`src/rtl/gray_position_sampler.sv`:
```
// Absolute-encoder Gray sampler: synchronises, debounces and accepts Gray codes.
// Ports: clk, reset, gray_in -> gray, valid, update, jump_err, err_count.
module gray_position_sampler #(
  parameter int WIDTH         = 10,
  parameter int SYNC_STAGES   = 2,
  parameter int STABLE_CYCLES = 4
) (
  input  logic             clk,
  input  logic             reset,
  input  logic [WIDTH-1:0] gray_in,
  output logic [WIDTH-1:0] gray,
  output logic             valid,
  output logic             update,
  output logic             jump_err,
  output logic [7:0]       err_count
);

  localparam int CW = $clog2(STABLE_CYCLES + 1);
  localparam logic [CW-1:0] STABLE_C = CW'(STABLE_CYCLES);

  localparam logic ST_INIT  = 1'b0;
  localparam logic ST_TRACK = 1'b1;

  logic [WIDTH-1:0] sync_q [SYNC_STAGES];
  logic [WIDTH-1:0] sync_out;

  logic [WIDTH-1:0] cand_q, cand_d;
  logic [CW-1:0]    cnt_q, cnt_d;
  logic [WIDTH-1:0] gray_q, gray_d;
  logic             valid_q, valid_d;
  logic             update_q, update_d;
  logic             jump_q, jump_d;
  logic [7:0]       err_q, err_d;
  logic             state_q, state_d;

  logic             qualified;
  logic [WIDTH-1:0] diff;
  logic             multi_bit;

  assign sync_out  = sync_q[SYNC_STAGES-1];
  assign qualified = (cnt_q == STABLE_C);
  assign diff      = cand_q ^ gray_q;
  // Clearing the lowest set bit leaves something only if >=2 bits differ.
  assign multi_bit = |(diff & (diff - WIDTH'(1)));

  always_comb begin
    cand_d   = cand_q;
    cnt_d    = cnt_q;
    gray_d   = gray_q;
    valid_d  = valid_q;
    update_d = 1'b0;
    jump_d   = 1'b0;
    err_d    = err_q;
    state_d  = state_q;

    // Filter runs independently; acceptance below uses the old cand_q,
    // so a change on the qualifying edge does not block acceptance.
    if (sync_out != cand_q) begin
      cand_d = sync_out;
      cnt_d  = CW'(1);
    end else if (cnt_q < STABLE_C) begin
      cnt_d = cnt_q + CW'(1);
    end

    if (qualified) begin
      case (state_q)
        ST_INIT: begin
          gray_d   = cand_q;
          valid_d  = 1'b1;
          update_d = 1'b1;
          state_d  = ST_TRACK;
        end
        ST_TRACK: begin
          if (cand_q != gray_q) begin
            gray_d   = cand_q;
            update_d = 1'b1;
            if (multi_bit) begin
              jump_d = 1'b1;
              if (err_q != 8'hFF) err_d = err_q + 8'd1;
            end
          end
        end
        default: state_d = ST_INIT;
      endcase
    end
  end

  always_ff @(posedge clk) begin
    if (reset) begin
      for (int i = 0; i < SYNC_STAGES; i++) sync_q[i] <= '0;
      cand_q   <= '0;
      cnt_q    <= '0;
      gray_q   <= '0;
      valid_q  <= 1'b0;
      update_q <= 1'b0;
      jump_q   <= 1'b0;
      err_q    <= '0;
      state_q  <= ST_INIT;
    end else begin
      sync_q[0] <= gray_in;
      for (int i = 1; i < SYNC_STAGES; i++) sync_q[i] <= sync_q[i-1];
      cand_q   <= cand_d;
      cnt_q    <= cnt_d;
      gray_q   <= gray_d;
      valid_q  <= valid_d;
      update_q <= update_d;
      jump_q   <= jump_d;
      err_q    <= err_d;
      state_q  <= state_d;
    end
  end

  assign gray      = gray_q;
  assign valid     = valid_q;
  assign update    = update_q;
  assign jump_err  = jump_q;
  assign err_count = err_q;

endmodule

```
`config.mk`:
```
export PLATFORM = sky130hd
export DESIGN_NAME = gray_position_sampler
export DESIGN_NICKNAME = d
export VERILOG_FILES = /design/src/rtl/gray_position_sampler.sv
export SDC_FILE = /design/constraint.sdc
export NUM_CORES = 1
export LEC_CHECK = 0
export ABC_AREA = 1
export CAP_MARGIN = 20
export CORE_ASPECT_RATIO = 2
export CORE_MARGIN = 1
export CORE_UTILIZATION = 40
export CTS_CLUSTER_SIZE = 14
export DETAILED_ROUTE_END_ITERATION = 16
export PLACE_DENSITY = 0.6
export SETUP_SLACK_MARGIN = 0.02
export SLEW_MARGIN = 20
export SYNTH_ARGS = -nofsm -noshare
export SYNTH_HDL_FRONTEND = slang
export SYNTH_SLANG_ARGS = --single-unit
```
`constraint.sdc`:
```
create_clock -name clk -period 2 [get_ports clk]
set_input_delay 0.2 -clock clk [delete_from_list [all_inputs] [get_ports clk]]
set_output_delay 0.2 -clock clk [all_outputs]
set_load 0.01 [all_outputs]
```
* Word level (Yosys, flattened, before mapping)
Memories as Yosys holds them, arrays and structs flattened. Cells that the tools add are included.
Word-level totals: register bits 35, bits in writable memories 20, input bits 12, output and inout port bits 21, word-level logic and storage cells 46, memories kept 1
Memories:
- sync_q | depth 2, bits a word 10, rd ports 2, clocked after memory_dff 0, wr ports 2, RTL line 24 | logic [WIDTH-1:0] sync_q [SYNC_STAGES];
Operators by class: add/subtract/negate cells 3, magnitude comparators 1, equality and inequality tests 5, multiplexer cells 12, bitwise operators 7, reductions and logical operators 8
Operators with widths (number):
- $mux 10 | 3
- $ne 10x10->1 | 2
- $pmux 10 s2 | 1
- $and 10x10->10 | 1
- $reduce_or 10->1 | 1
- $sub 10x1->10 const B | 1
- $xor 10x10->10 | 1
- $add 8x1->8 const B | 1
- $ne 8x8->1 const B | 1
- $mux 1 | 7
- $reduce_and 5->1 | 1
- $reduce_and 2->1 | 2
- $reduce_or 2->1 | 2
- $reduce_or 4->1 | 1
- $add 3x1->3 const B | 1
- $eq 3x3->1 const B | 1
- $lt 3x3->1 const B | 1
- $not 1->1 | 3
- $ne 2x1->1 const B | 1
- $or 1x1->1 | 2
- $pmux 1 s2 | 1
- $reduce_bool 2->1 | 1

* Longest topological paths before layout
word-level depth 5, mapped depth 14, gate-level depth less buffers 13

* Least setup slack after synthesis
No wires, ideal clock.
path type register -> register, start register err_q[0], in the netlist err_count[0], end register err_q[2], in the netlist err_count[2], library setup time 0.070 ns, arrival time 1.441 ns, required time 1.930 ns, setup slack 0.489 ns, cell stages (with the launch flop) 8, path buffers 0, clock period less this slack 1.511 ns, path through dfxtp_1 -> ha_1 -> nand3_1 -> nor2_1 -> a31oi_2 -> nand2_2 -> nand2_1 -> a21oi_1
Between the ends: cells in the longest elaborated chain, start to end 2, elaborated cells on any way between the ends 3, classes of those cells add/sub: 1; eq/ne: 1; reduce/logical: 1
Ends and longest elaborated chain:
- start: declaration | RTL line 33 | logic [7:0] err_q, err_d;
- start signal: assignment | RTL line 108 | err_q <= err_d;
- parallel branches: the longest is 2 deep, another holds $add 8x1->8
Parallel ways; which one is timed is not known. A chain may end at the register's enable or synchronous reset.

* Worst setup path after layout
start register cnt_q[0], end register err_q[7], in the netlist err_count[7]
Between the ends: cells in the longest elaborated chain, start to end 2
Ends and longest elaborated chain:
- start: declaration | RTL line 28 | logic [CW-1:0] cnt_q, cnt_d;
- start signal: assignment | RTL line 103 | cnt_q <= cnt_d;
- $eq 3x3->1 | RTL line 41 | assign qualified = (cnt_q == STABLE_C);
- $reduce_and 5->1 (no source line)
Every way passes these cells.

==> results.cfg <==
[outcome]
status = complete, but fails checks
violations = DRC

[global_routing]
grt_start_max_net_pins = 27
use_met2_pct = 31.8
grt_use_met1_pct = 16.0
gr-usage-met3_pct = 3.23
busiest_layer = met2
grt_overflow = 0
first_global_vias = 1900
grt_first_pass_wirelength_um = 8070
antenna_found_initial = 0
grtUsageTotal_pct = 16.5

[worst_setup_path]
path_cells = inv_1 -> ha_1 -> nand2_1 -> inv_1 -> nand2_1 -> a31oi_2 -> nand2_2 -> nand2_1 -> a21oi_1
cpLargestDelayFamily = compound AO/OA/AOI/OAI gates
slowest_stage = a31oi_2
crit_required_ns = 2.19
timing.rr.end = err_count[7]
crit_top_cell = nand2_1
crit_fanout = 10
rrSetupSlack_ns = 0.31
arrival_ns = 1.88
reg2reg_depth = 9
critPathKind = flop to flop
critPathLaunchType = flop
max_stage_delay_ns = 0.45
timing.rr.start = cnt_q[0]
crit_buf_inv = 2
crit_path_end_kind = flop

[sta]
slew-limit-headroom_pct = 64.9
period_needed_ns = 1.69
hold_violations = 0
timing.final.crit_share_pct = 84.7
clock_skew_ns = 0.00806
slew_viol_final = 0
worst_slack_ns = 0.305
setup-tns-final_ns = 0
rsz0062_at_grt = no
fmax_ghz = 0.590
setup_viol = 0
tightest_slew_ns = 0.524
hold-worst-slack_ns = 0.396

[drt]
drt-vias-per-instance = 4.66
first_iter_violations = 78
drc = 1
detail-route-antenna-nets = 0
wl_per_cell_um = 10.9
num_vias = 2036
firstDrtPassIters = 12
routed_wl_um = 4750

[clocking]
clock_path_buffers = 2
cts_buffers = 5
cts_root_buffer = clkbuf_16
post-cts-setup-buffer-count = 0
path_clk_slew_ns = 0.07
cts_sinks = 55
cts-hold-fix-buffers = 0
cts_max_level = 2
post_cts_resized = 0
insertion_delay_ns = 0.30
cts_tree = built

[power_and_ir_drop]
power_switching_share_pct = 22.1
peakVddDrop_uv = 667
intPower_mw = 1.78
p_comb_share_pct = 6.7
cellPowerDensity_nw_per_um2 = 765
power_leakage_nw = 1.38
power.switching_uw = 503
finalPower_mw = 2.28
p_clk_share_pct = 43.4
power_frac_seq_pct = 49.9

[synthesis]
synth_area_per_cell_um2 = 7.14
synth_warnings = 0
synth_top_area_share_pct = 45.2
synth_top_cell_by_area = dfxtp_1
ys_top_cells_by_area = dfxtp_1 45%, nand2_1 11%, nor2_1 9.1%
syn-num-nets = 356
syn-cell-area_um2 = 2430
synth_cell_types = 27
synth_cells = 341
ys_seq_elements = 55
yosysSeqAreaShare_pct = 45.2

[floorplanning]
die_width_um = 57.2
start_util_pct = 41.9
io_pins = 33
die-height_um = 112
rows = 39
coreArea_um2 = 5810
die-area_um2 = 6420

[cells_and_area]
multi_input_area_um2 = 1060
post-route-util_pct = 51.3
areaGrowthSynthToFinish_pct = 22.5
num_antenna_cells = 0
fin_nets = 390
drive_gt1_share_pct = 10.6
fillerInstances = 582
ff_latch_area_um2 = 1100
final_common_cell = nand2_1
layout_common_cells = 74 x nand2_1, 59 x nor2_1, 55 x dfxtp_1

[worst_hold_path]
hp-class = flop to flop
holdCritStartpoint = sync_q[0][2]
whs_path_depth = 2
min_to = sync_q[0][12]

[flow_run]
drv_cap = 0

[placed_design]
place_hpwl_um = 3630
dpl_worst_slack_ns = 0.309
gp_congestion = 0.774
port_buffers = 32
[worst min-delay path: stages (launching register included)]
cell and delay, ns:
dfxtp_1 0.30, inv_1 0.04, nor2_1 0.03
[per-stage QoR]
stage / std cells / cell area (um^2)
floorplan: 341 / 2430
global placement: 429 / 2810
detailed placement: 429 / 2810
CTS: 437 / 2980
global route: 437 / 2980
finish: 437 / 2980
[layout make-up]
type	instances	share of cell area, %
sequential	55	36.9
multi-input combinational	216	35.4
timing repair buffer	36	11.7
inverter	61	7.68
clock buffer	5	4.20
tap	61	2.56
clock inverter	3	1.47
[sequential cells by signal, indices dropped and copies added, names as in the netlist]
| register | flops |
|---|---|
| cand_q | 10 |
| cnt_q | 3 |
| err_count | 8 |
| gray | 10 |
| jump_err | 1 |
| state_q | 1 |
| sync_q | 20 |
| update | 1 |
| valid | 1 |
[worst max-delay path by stage]
stage,from,to,cells after the start
after floorplan,err_count[0],err_count[2],7
after global placement,cnt_q[0],err_count[1],9
after detailed placement,cnt_q[0],err_count[6],9
after CTS,cnt_q[0],err_count[7],9
after global routing,gray[0],err_count[1],12
final,cnt_q[0],err_count[7],9
[power by group through the flow]
stage | clock [mW] | sequential [mW] | combinational, mW
after floorplan | 0 | 1.16 | 0.112
after global placement | 0 | 1.16 | 0.155
after detailed placement | 0 | 1.16 | 0.156
after CTS | 1.01 | 1.14 | 0.157
after global routing | 1.05 | 1.14 | 0.175
final | 0.990 | 1.14 | 0.153
[logic make-up after synthesis]
group / Yosys count / synth area share, %
AO/OA/AOI/OAI: 32 / 7.04
flip-flops: 55 / 45.2
buffers and inverters: 70 / 11.4
XOR/XNOR: 10 / 3.60
adder cells (fa/ha/maj): 3 / 1.54
AND/OR/NAND/NOR: 171 / 31.2
[synth_stat cells]
master	count
inv_2	7
nor2_4	1
ha_1	3
nor2_2	1
nand4_1	4
nor2_1	59
nand3_1	12
nor3b_1	1
buf_6	1
clkbuf_4	1
nand2_1	74
o21ai_0	11
nor4_1	1
dfxtp_1	55
xor2_1	5
buf_2	1
xnor2_1	5
clkbuf_1	5
nand2_4	5
nand3_2	2
clkbuf_2	1
o21ai_2	1
inv_1	54
nand2_2	10
a31oi_2	1
nor3_1	1
a21oi_1	19
[layer usage]
metal	wire (um)	vias to the layer above
met3	129	6
li1	-	1090
met5	0	-
met4	97	0
met1	1860	906
met2	2660	34
(Power assumes the default switching activity.)
